**config.mk**
```make
export PLATFORM = sky130hd
export DESIGN_NAME = control_fsm_flat
export DESIGN_NICKNAME = d
export VERILOG_FILES = /design/src/rtl/ctrl_pkg.sv /design/src/rtl/control_fsm_if.sv /design/src/rtl/control_fsm_opcode_decode.sv /design/src/rtl/control_fsm.sv /design/src/flat_wrapper.sv
export SDC_FILE = /design/constraint.sdc
export NUM_CORES = 1
export LEC_CHECK = 0
export BUFFER_PORTS_ARGS = -buffer_cell sky130_fd_sc_hd__buf_2
export CAP_MARGIN = 20
export CORE_ASPECT_RATIO = 1.2
export CORE_UTILIZATION = 49
export CTS_CLUSTER_DIAMETER = 150
export DETAILED_ROUTE_END_ITERATION = 7
export PLACE_DENSITY = 0.76
export SETUP_SLACK_MARGIN = 0.1
export SLEW_MARGIN = 20
export SYNTH_ARGS = -nofsm -noshare
export SYNTH_HDL_FRONTEND = slang
export SYNTH_HIERARCHICAL = 1
export SYNTH_SLANG_ARGS = --single-unit
```
**constraint.sdc**
```tcl
create_clock -name clk -period 3.15 [get_ports clk]
set_input_delay 0.4725 -clock clk [delete_from_list [all_inputs] [get_ports clk]]
set_output_delay 0.4725 -clock clk [all_outputs]
set_load 0.05 [all_outputs]
```
**src/rtl/ctrl_pkg.sv**
```systemverilog
// Shared encodings for the LEGv8 multi-cycle control FSM:
// ALU ops, operand-B selects, opcode patterns, states and fault codes.
package ctrl_pkg;

    localparam logic [2:0] ALU_ADD   = 3'b000;
    localparam logic [2:0] ALU_SUB   = 3'b001;
    localparam logic [2:0] ALU_AND   = 3'b010;
    localparam logic [2:0] ALU_ORR   = 3'b011;
    localparam logic [2:0] ALU_PASSB = 3'b100;

    localparam logic [1:0] SRCB_REG  = 2'b00;
    localparam logic [1:0] SRCB_FOUR = 2'b01;
    localparam logic [1:0] SRCB_IMM  = 2'b10;
    localparam logic [1:0] SRCB_BOFF = 2'b11;

    localparam logic [10:0] OP_ADD  = 11'b10001011000;
    localparam logic [10:0] OP_SUB  = 11'b11001011000;
    localparam logic [10:0] OP_AND  = 11'b10001010000;
    localparam logic [10:0] OP_ORR  = 11'b10101010000;
    localparam logic [10:0] OP_LDUR = 11'b11111000010;
    localparam logic [10:0] OP_STUR = 11'b11111000000;
    localparam logic [7:0]  OP_CBZ_HI  = 8'b10110100;
    localparam logic [7:0]  OP_CBNZ_HI = 8'b10110101;
    localparam logic [5:0]  OP_B_HI    = 6'b000101;

    localparam logic [1:0] FC_NONE    = 2'b00;
    localparam logic [1:0] FC_ILLEGAL = 2'b01;
    localparam logic [1:0] FC_TIMEOUT = 2'b10;

    typedef enum logic [3:0] {
        S_IDLE,
        S_FETCH,
        S_DECODE,
        S_EXEC_R,
        S_WB_R,
        S_EXEC_MEM,
        S_MEM_RD,
        S_MEM_WR,
        S_WB_LD,
        S_BR_CBZ,
        S_BR_B,
        S_TRAP
    } state_e;

    typedef enum logic [2:0] {
        CLS_R,
        CLS_LD,
        CLS_ST,
        CLS_CBZ,
        CLS_CBNZ,
        CLS_B,
        CLS_ILL
    } iclass_e;

    // Classes whose register-B port must read Rt instead of Rm
    function automatic logic uses_rt(input iclass_e c);
        return (c == CLS_ST) || (c == CLS_CBZ) || (c == CLS_CBNZ);
    endfunction

endpackage

```
**src/rtl/control_fsm_if.sv**
```systemverilog
// Control bundle between the main FSM (master) and the datapath (slave).
interface control_fsm_if;
    logic [10:0] opcode;
    logic        zero;
    logic        mem_ready;
    logic [2:0]  aluOP;
    logic        alu_srcA;
    logic [1:0]  alu_srcB;
    logic        reg2loc;
    logic        ir_write;
    logic        pc_write;
    logic        pc_src;
    logic        mem_read;
    logic        mem_write;
    logic        reg_write;
    logic        mem_to_reg;
    logic        fault;
    logic [1:0]  fault_code;

    modport master (
        input  opcode, zero, mem_ready,
        output aluOP, alu_srcA, alu_srcB, reg2loc,
        output ir_write, pc_write, pc_src,
        output mem_read, mem_write, reg_write, mem_to_reg,
        output fault, fault_code
    );

    modport slave (
        output opcode, zero, mem_ready,
        input  aluOP, alu_srcA, alu_srcB, reg2loc,
        input  ir_write, pc_write, pc_src,
        input  mem_read, mem_write, reg_write, mem_to_reg,
        input  fault, fault_code
    );
endinterface

```
**src/rtl/control_fsm_opcode_decode.sv**
```systemverilog
// Combinational opcode -> instruction class and R-type ALU op.
// CBNZ is recognised only when CTRL_CBNZ_EN is defined.
module opcode_decode
    import ctrl_pkg::*;
(
    input  logic [10:0] opcode,
    output iclass_e     iclass,
    output logic [2:0]  r_alu_op
);

    always_comb begin
        iclass   = CLS_ILL;
        r_alu_op = ALU_ADD;
        case (opcode)
            OP_ADD:  iclass = CLS_R;
            OP_SUB: begin
                iclass   = CLS_R;
                r_alu_op = ALU_SUB;
            end
            OP_AND: begin
                iclass   = CLS_R;
                r_alu_op = ALU_AND;
            end
            OP_ORR: begin
                iclass   = CLS_R;
                r_alu_op = ALU_ORR;
            end
            OP_LDUR: iclass = CLS_LD;
            OP_STUR: iclass = CLS_ST;
            default: begin
                if (opcode[10:3] == OP_CBZ_HI)
                    iclass = CLS_CBZ;
`ifdef CTRL_CBNZ_EN
                else if (opcode[10:3] == OP_CBNZ_HI)
                    iclass = CLS_CBNZ;
`endif
                else if (opcode[10:5] == OP_B_HI)
                    iclass = CLS_B;
            end
        endcase
    end

endmodule

```
**src/rtl/control_fsm.sv**
```systemverilog
// Multi-cycle LEGv8 main control FSM with memory-wait timeout and trap.
// Optional CBNZ support via CTRL_CBNZ_EN.
module control_fsm
    import ctrl_pkg::*;
#(
    parameter int TIMEOUT_CYCLES = 16
) (
    input  logic          clk,
    input  logic          rst,
    control_fsm_if.master bus
);

    localparam int CW = $clog2(TIMEOUT_CYCLES + 1);

    state_e      state_q, state_d;
    logic [10:0] opcode_q, opcode_d;
    logic [CW-1:0] tmo_q, tmo_d;
    logic [1:0]  fcode_q, fcode_d;

    logic [10:0] dec_op;
    iclass_e     iclass;
    logic [2:0]  r_alu_op;
    logic        wait_st;
    logic        tmo_hit;

    // DECODE sees the live IR; later states use the latched copy
    assign dec_op = (state_q == S_DECODE) ? bus.opcode : opcode_q;

    opcode_decode u_dec (
        .opcode   (dec_op),
        .iclass   (iclass),
        .r_alu_op (r_alu_op)
    );

    assign wait_st = (state_q == S_FETCH) || (state_q == S_MEM_RD) ||
                     (state_q == S_MEM_WR);
    assign tmo_hit = wait_st && !bus.mem_ready &&
                     (tmo_q == CW'(TIMEOUT_CYCLES - 1));

    always_ff @(posedge clk or posedge rst) begin
        if (rst) begin
            state_q  <= S_IDLE;
            opcode_q <= '0;
            tmo_q    <= '0;
            fcode_q  <= FC_NONE;
        end else begin
            state_q  <= state_d;
            opcode_q <= opcode_d;
            tmo_q    <= tmo_d;
            fcode_q  <= fcode_d;
        end
    end

    always_comb begin
        state_d  = state_q;
        opcode_d = opcode_q;
        fcode_d  = fcode_q;
        tmo_d    = '0;

        bus.aluOP      = ALU_ADD;
        bus.alu_srcA   = 1'b0;
        bus.alu_srcB   = SRCB_REG;
        bus.reg2loc    = 1'b0;
        bus.ir_write   = 1'b0;
        bus.pc_write   = 1'b0;
        bus.pc_src     = 1'b0;
        bus.mem_read   = 1'b0;
        bus.mem_write  = 1'b0;
        bus.reg_write  = 1'b0;
        bus.mem_to_reg = 1'b0;
        bus.fault      = 1'b0;
        bus.fault_code = fcode_q;

        if (wait_st && !bus.mem_ready)
            tmo_d = tmo_q + 1'b1;

        case (state_q)
            S_IDLE: state_d = S_FETCH;
            S_FETCH: begin
                bus.mem_read = 1'b1;
                bus.alu_srcB = SRCB_FOUR;
                bus.ir_write = bus.mem_ready;
                bus.pc_write = bus.mem_ready;
                if (bus.mem_ready)
                    state_d = S_DECODE;
            end
            S_DECODE: begin
                bus.alu_srcB = SRCB_BOFF;
                bus.reg2loc  = uses_rt(iclass);
                opcode_d     = bus.opcode;
                case (iclass)
                    CLS_R:            state_d = S_EXEC_R;
                    CLS_LD, CLS_ST:   state_d = S_EXEC_MEM;
                    CLS_CBZ, CLS_CBNZ: state_d = S_BR_CBZ;
                    CLS_B:            state_d = S_BR_B;
                    default: begin
                        state_d = S_TRAP;
                        fcode_d = FC_ILLEGAL;
                    end
                endcase
            end
            S_EXEC_R: begin
                bus.alu_srcA = 1'b1;
                bus.aluOP    = r_alu_op;
                state_d      = S_WB_R;
            end
            S_WB_R: begin
                bus.aluOP     = r_alu_op;
                bus.reg_write = 1'b1;
                state_d       = S_FETCH;
            end
            S_EXEC_MEM: begin
                bus.alu_srcA = 1'b1;
                bus.alu_srcB = SRCB_IMM;
                state_d = (iclass == CLS_LD) ? S_MEM_RD : S_MEM_WR;
            end
            S_MEM_RD: begin
                bus.mem_read = 1'b1;
                if (bus.mem_ready)
                    state_d = S_WB_LD;
            end
            S_WB_LD: begin
                bus.reg_write  = 1'b1;
                bus.mem_to_reg = 1'b1;
                state_d        = S_FETCH;
            end
            S_MEM_WR: begin
                bus.mem_write = 1'b1;
                bus.reg2loc   = 1'b1;
                if (bus.mem_ready)
                    state_d = S_FETCH;
            end
            S_BR_CBZ: begin
                bus.reg2loc = 1'b1;
                bus.aluOP   = ALU_PASSB;
                bus.pc_src  = 1'b1;
                bus.pc_write = (iclass == CLS_CBNZ) ? !bus.zero : bus.zero;
                state_d     = S_FETCH;
            end
            S_BR_B: begin
                bus.pc_src   = 1'b1;
                bus.pc_write = 1'b1;
                state_d      = S_FETCH;
            end
            S_TRAP: bus.fault = 1'b1;
            default: state_d = S_IDLE;
        endcase

        // Ready in the limit cycle never reaches here, so it wins
        if (tmo_hit) begin
            state_d = S_TRAP;
            fcode_d = FC_TIMEOUT;
            tmo_d   = '0;
        end
    end

endmodule

```
**src/flat_wrapper.sv**
```systemverilog
// flat-port wrapper written by rule: the top's interface ports become plain ports
module control_fsm_flat import ctrl_pkg::*;
#(
    parameter int TIMEOUT_CYCLES = 16
)
  (clk, rst, bus_opcode, bus_zero, bus_mem_ready, bus_aluOP, bus_alu_srcA, bus_alu_srcB, bus_reg2loc, bus_ir_write, bus_pc_write, bus_pc_src, bus_mem_read, bus_mem_write, bus_reg_write, bus_mem_to_reg, bus_fault, bus_fault_code);
  control_fsm_if bus_i ();
  input  logic clk;
  input  logic rst;
  input wire logic [$bits(bus_i.opcode)-1:0] bus_opcode;
  input wire logic [$bits(bus_i.zero)-1:0] bus_zero;
  input wire logic [$bits(bus_i.mem_ready)-1:0] bus_mem_ready;
  output wire logic [$bits(bus_i.aluOP)-1:0] bus_aluOP;
  output wire logic [$bits(bus_i.alu_srcA)-1:0] bus_alu_srcA;
  output wire logic [$bits(bus_i.alu_srcB)-1:0] bus_alu_srcB;
  output wire logic [$bits(bus_i.reg2loc)-1:0] bus_reg2loc;
  output wire logic [$bits(bus_i.ir_write)-1:0] bus_ir_write;
  output wire logic [$bits(bus_i.pc_write)-1:0] bus_pc_write;
  output wire logic [$bits(bus_i.pc_src)-1:0] bus_pc_src;
  output wire logic [$bits(bus_i.mem_read)-1:0] bus_mem_read;
  output wire logic [$bits(bus_i.mem_write)-1:0] bus_mem_write;
  output wire logic [$bits(bus_i.reg_write)-1:0] bus_reg_write;
  output wire logic [$bits(bus_i.mem_to_reg)-1:0] bus_mem_to_reg;
  output wire logic [$bits(bus_i.fault)-1:0] bus_fault;
  output wire logic [$bits(bus_i.fault_code)-1:0] bus_fault_code;
  assign bus_i.opcode = bus_opcode;
  assign bus_i.zero = bus_zero;
  assign bus_i.mem_ready = bus_mem_ready;
  assign bus_aluOP = bus_i.aluOP;
  assign bus_alu_srcA = bus_i.alu_srcA;
  assign bus_alu_srcB = bus_i.alu_srcB;
  assign bus_reg2loc = bus_i.reg2loc;
  assign bus_ir_write = bus_i.ir_write;
  assign bus_pc_write = bus_i.pc_write;
  assign bus_pc_src = bus_i.pc_src;
  assign bus_mem_read = bus_i.mem_read;
  assign bus_mem_write = bus_i.mem_write;
  assign bus_reg_write = bus_i.reg_write;
  assign bus_mem_to_reg = bus_i.mem_to_reg;
  assign bus_fault = bus_i.fault;
  assign bus_fault_code = bus_i.fault_code;
  control_fsm #(.TIMEOUT_CYCLES(TIMEOUT_CYCLES)) u_core (.clk(clk), .rst(rst), .bus(bus_i));
endmodule
```
==> run metrics, run 1 <==
status complete, but fails checks; failing checks negative setup slack; DIE WIDTH 52.3 um; largest net degree at the start of global routing 23; RD Place Congestion 0.781; Final nets 229; Synthesized Nets 177; Post-Route Skew 8.58 ps; final antenna-violating net count 0; die area 3260 um2; Avg Inst Size Synth 9.30 um2; initial antenna violation count 0; hold crit path type input pin to async pin; Netlist cell types 50; largest buffer count on any clock path 2; Crit. End Element output pin; CP startpoint kind flip-flop; Worst Max-Slew Pin Slew 826 ps; reg-to-reg critical path startpoint u_core/state_q[0]; gr ovfl total 0; vias in the first global route 1400; I/O pin count 32; Pleak 0.946 nW; Post-synth EDFFs 0; Reg2Reg Depth 16; post-DR wirelength/cell 14.8 um; vias 1400; DRC viols 0; Antenna diodes 0; period utilization 119%; first-pass GRT wire length 6110 um; setup violators final 2; Die H 62.4 um; worst skew pair latency 300 ps; effective utilization at floorplan 52.4%; max_cap viols 0; Period minus WS final 3740 ps; RSZ-0062 raised after global routing true; PwrDens 205 nW/um2; max-slew violations 0; Port Buf Inserts 31; Worst Setup SP u_core/state_q[0]; fill count 211; final hold vios 0; Post-Syn Area 1490 um2; Worst Path Max Fanout 6; WHS 318 ps; Synth Flop Type dfrtp_1; post-layout util 71.9%; Fmax 0.267 GHz; Seq/Total Area, Yosys 37.0%; hold_buf cts 0; via-per-instance ratio 5.74; core region area 2840 um2; Syn Inst Count 160; layout cell share with drive strength beyond 1 43.3%; Syn. warnings 6; H-Tree Depth 1; Total Routed Length 3600 um; Rel. slew slack 44.9%; Peak VDD IR 0.331 mV; P&R area growth vs syn 37.1%; register clock-pin slew on the reported worst setup and hold paths 110 ps; DR iter-0 viols 60; multi-input logic area 990 um2; Detail Placement HPWL 2450 um; row count 21; Root Buffer Master clkbuf_4; critical path arrival 3270 ps; Worst Path Required 2680 ps; fin worst setup slack -593 ps; ys async rst share 100%; clk sinks 22; critical path class flip-flop to output pin; CTS tree built; CTS Buf Count 3; Total GRT Usage 24.1%; register bit total from synthesis 22; sequential cell area 551 um2; first drt pass iteration count 4
==> sequential cells by signal (all words and copies together), names as in the netlist <==
register	count
u_core/bus.fault_code	2
u_core/opcode_q	11
u_core/state_q	4
u_core/tmo_q	5
==> layout make-up <==
type,instances,area share [%]
clock buffers,3,1.10
flip-flops and latches,22,27.0
multi-input cells,122,48.5
inverters,7,1.29
repair buffers,56,20.0
well taps,34,2.09
==> report_power, final <==
part	switching, mW	leakage (nW)	internal [mW]
sequential	0	0.287	0.282
combinational	0.00932	0.646	0.00683
clock	0.0747	0.0138	0.0445
==> through the flow <==
step / TNS, ps / setup slack, ps / cell area, um2 / total power [mW] / std cells
after floorplan: -684 / -392 / 1540 / 0.294 / 160
after global placement: -411 / -219 / 1810 / 0.303 / 232
final: -1170 / -593 / 2040 / 0.418 / 244
after CTS: -998 / -556 / 1980 / 0.425 / 242
after detailed placement: -533 / -282 / 1810 / 0.304 / 232
after global routing: -1780 / -780 / 2040 / 0.439 / 244
==> critical path, cell delays in order, from the launching register on <==
cell	delay (ps)
dfrtp_1	390
nand2b_4	150
nor3_4	190
buf_6	150
buf_16	110
buf_4	120
mux2_2	380
mux2i_1	160
nand3_1	130
o211a_1	170
nor3b_2	230
xor2_1	190
nand2_1	110
a311oi_4	280
buf_6	200
==> metal layers <==
layer	part of all wire [%]	track usage [%]	routed length, um	vias up
met5	0	0	0	-
met1	42	28.9	1500	690
li1	-	-	-	668
met3	3.5	5.39	125	4
met4	0.50	1.97	18	0
met2	54	44.0	1960	38
==> kinds of logic (layout without fill, tap and decap cells) <==
| family | after synthesis | after routing | share of synthesized area, % |
|---|---|---|---|
| AOI/OAI and AO/OA | 32 | 32 | 13.9 |
| xor gates and xnor gates | 5 | 5 | 2.94 |
| adders and majority gates | 2 | 2 | 1.68 |
| buffers and inverters | 16 | 66 | 5.72 |
| DFF | 22 | 22 | 37.0 |
| muxes | 13 | 13 | 9.67 |
| other | 1 | 1 | 0.252 |
| and+or+nand+nor | 69 | 69 | 28.8 |
==> cell usage in the layout, fill, tap and decap left out, drive strengths merged, types with 7 or more instances in the layout <==
| cell | netlist | routed |
|---|---|---|
| buf | 8 | 56 |
| dfrtp | 22 | 22 |
| nor2 | 18 | 18 |
| mux2 | 11 | 11 |
| a21oi | 10 | 10 |
| nand2 | 9 | 9 |
| inv | 7 | 7 |
| nand2b | 7 | 7 |
| o21ai | 7 | 7 |
==> Yosys cell counts, drive strengths merged, types with 2 or more instances <==
master | n | share of area, %
a21oi | 10 | 3.4
and2 | 2 | 0.84
and3 | 4 | 1.7
buf | 8 | 3.7
dfrtp | 22 | 37
ha | 2 | 1.7
inv | 7 | 1.8
mux2 | 11 | 8.3
mux2i | 2 | 1.3
nand2 | 9 | 2.3
nand2b | 7 | 3.4
nand3 | 6 | 2.0
nor2 | 18 | 4.5
nor2b | 2 | 0.84
nor3 | 5 | 2.4
nor3b | 6 | 4.1
o211ai | 2 | 1.0
o21a | 2 | 1.0
o21ai | 7 | 2.4
o32ai | 2 | 1.2
or2 | 2 | 1.0
xnor2 | 2 | 1.2
xor2 | 3 | 1.8
==> what timing repair did <==
item                                    4_1_cts  5_1_grt
resized for setup                            19       12
endpoints found under the setup margin        4        7
gates cloned                                  1        0
pin swaps                                     4        7
setup buffers                                 6        2
==> path summary, 6_finish.rpt <==
check                                     end  slack [ps]
setup / recovery                 bus_pc_write        -590
hold / removal                u_core/tmo_q[3]         320
setup reg to reg            u_core/state_q[0]         150
hold reg to reg               u_core/tmo_q[0]         480
max in group asynchronous  u_core/opcode_q[1]        2320
min in group clk           u_core/opcode_q[0]         440
Note: power is estimated with default switching activity, not from simulation.
==> run 2: changes to the inputs <==
==> constraint.sdc (replaced) <==
create_clock -name clk -period 3.15 [get_ports clk]
set_input_delay 0.63 -clock clk [delete_from_list [all_inputs] [get_ports clk]]
set_output_delay 0.63 -clock clk [all_outputs]
set_load 0.05 [all_outputs]
==> run metrics, run 2 (same netlist as run 1, synthesis figures left out) <==
status complete, but fails checks (unchanged); failing checks negative setup slack (unchanged); Reg2Reg Depth 12 (was 16); Root Buffer Master clkbuf_4 (unchanged); critical path arrival 3290 ps (was 3270 ps); DIE WIDTH 52.3 um (unchanged); max_cap viols 0 (unchanged); Period minus WS final 3920 ps (was 3740 ps); Post-Route Skew 6.80 ps (was 8.58 ps); RSZ-0062 raised after global routing true (unchanged); I/O pin count 32 (unchanged); CP delay by family, top simple AND/OR/NAND/NOR gates (unchanged); vias in the first global route 1423 (was 1400); worst skew pair latency 310 ps (was 300 ps); reg-to-reg critical path startpoint u_core/state_q[0] (unchanged); CTS Buf Count 3 (unchanged); CP startpoint kind flip-flop (unchanged); Rel. slew slack 42.8% (was 44.9%); worst path cell trace nand2b_4 -> nor3_4 -> buf_12 -> mux2_4 -> nor4b_4 -> nand3_1 -> o211a_1 -> nor3b_2 -> xor2_1 -> nand2_1 -> a311oi_4 -> buf_6 (was nand2b_4 -> nor3_4 -> buf_6 -> buf_16 -> buf_4 -> mux2_2 -> mux2i_1 -> nand3_1 -> o211a_1 -> nor3b_2 -> xor2_1 -> nand2_1 -> a311oi_4 -> buf_6); Worst Path Required 2520 ps (was 2680 ps); P&R area growth vs syn 35.0% (was 37.1%); first drt pass iteration count 4 (unchanged); hold crit path type input pin to async pin (unchanged); gr ovfl total 0 (unchanged); register clock-pin slew on the reported worst setup and hold paths 130 ps (was 110 ps); fin worst setup slack -773 ps (was -593 ps); final hold vios 0 (unchanged); most frequent cells in the layout buf_2 (27), dfrtp_1 (22), buf_4 (21) (unchanged); first-pass GRT wire length 6230 um (was 6110 um); Pleak 0.928 nW (was 0.946 nW); DR iter-0 viols 51 (was 60); Crit. End Element output pin (unchanged); Fmax 0.255 GHz (was 0.267 GHz); clk sinks 22 (unchanged); core region area 2840 um2 (unchanged); Design Power 0.516 mW (was 0.418 mW); Buf+Inv Stages, Crit Path 2 (was 4); row count 21 (unchanged); PwrDens 257 nW/um2 (was 205 nW/um2); critical path class flip-flop to output pin (unchanged); DRC viols 0 (unchanged); Port Buf Inserts 31 (unchanged); Final nets 227 (was 229); vias 1411 (was 1400); die area 3260 um2 (unchanged); Peak VDD IR 0.271 mV (was 0.331 mV); Worst Path Max Fanout 8 (was 6); Regs by FF count u_core/opcode_q: 11 flops, u_core/tmo_q: 5 flops, u_core/state_q: 4 flops (unchanged); CP max stage delay 420 ps (was 390 ps); initial antenna violation count 0 (unchanged); largest net degree at the start of global routing 23 (unchanged); H-Tree Depth 1 (unchanged); via-per-instance ratio 5.81 (was 5.74); worst r2r dst u_core/state_q[1] (was u_core/state_q[0]); Worst Max-Slew Pin Slew 857 ps (was 826 ps); max FFs per register 11 (unchanged); post-DR wirelength/cell 15.5 um (was 14.8 um); largest buffer count on any clock path 2 (unchanged); Cells after DPL 231 (was 232); max-slew violations 0 (unchanged); Total Routed Length 3760 um (was 3600 um); Total GRT Usage 25.2% (was 24.1%); hold_buf cts 0 (unchanged); CTS tree built (unchanged); Slowest cell on crit path dfrtp_1 (unchanged); Antenna diodes 0 (unchanged); pre-CTS WS -488 ps (was -282 ps); Die H 62.4 um (unchanged); effective utilization at floorplan 52.4% (unchanged); r2r setup slk 250 ps (was 150 ps); final antenna-violating net count 0 (unchanged); period utilization 125% (was 119%); RD Place Congestion 0.828 (was 0.781); Detail Placement HPWL 2580 um (was 2450 um); commonest non-fill, non-tap cell in the layout buf_2 (unchanged); setup violators final 4 (was 2); final std cells w/o fill 243 (was 244); layout cell share with drive strength beyond 1 41.1% (was 43.3%); Biggest register u_core/opcode_q (unchanged)
[run 2: power by group]
group / switching (mW) / total [mW] / internal, mW
Sequential: 0 / 0.282 / 0.282
Combinational: 0.00936 / 0.0161 / 0.00678
Clock: 0.0887 / 0.217 / 0.128
Total: 0.0980 / 0.516 / 0.418
[run 2: cell type report]
class / count / area, um2
Multi-Input combinational cell: 122 / 963
Fill cell: 221 / 830
Sequential cell: 22 / 551
Timing Repair Buffer: 54 / 373
Tap cell: 34 / 42.5
Clock inverter: 1 / 30.0
Inverter: 7 / 26.3
Clock buffer: 3 / 22.5
[run 2: what timing repair did]
action,4_1_cts,5_1_grt
buffers inserted,6,2
resized for setup,20,0
pin swaps,7,6
endpoints found under the setup margin,4,4
[run 2: routing by layer]
layer | vias to the layer above | global-route usage, % | wire length, um
li1 | 664 | - | -
met4 | 0 | 8.55 | 83
met1 | 688 | 28.1 | 1450
met2 | 50 | 46.0 | 2060
met5 | - | 0 | 0
met3 | 9 | 3.92 | 161
[run 2: worst max path at each step]
stage | start | to | slack (ps) | cells after the start
finish | u_core/state_q[0] | bus_pc_write | -770 | 12
global route | u_core/state_q[0] | bus_pc_write | -890 | 12
CTS | u_core/state_q[0] | bus_pc_write | -740 | 12
detailed placement | u_core/state_q[0] | bus_pc_write | -490 | 12
global placement | u_core/state_q[0] | bus_pc_write | -400 | 12
floorplan | u_core/state_q[0] | bus_pc_write | -550 | 11
[run 2: through the flow]
| stage | hold WS, ps | TNS, ps | cell area, um2 | util [%] |
|---|---|---|---|---|
| global placement | 442 | -768 | 1820 | 64.1 |
| finish | 474 | -1960 | 2010 | 70.8 |
| detailed placement | 461 | -936 | 1820 | 64.1 |
| global route | 502 | -2440 | 2010 | 70.8 |
| CTS | 477 | -1770 | 1990 | 70.2 |
| floorplan | 429 | -999 | 1560 | - |
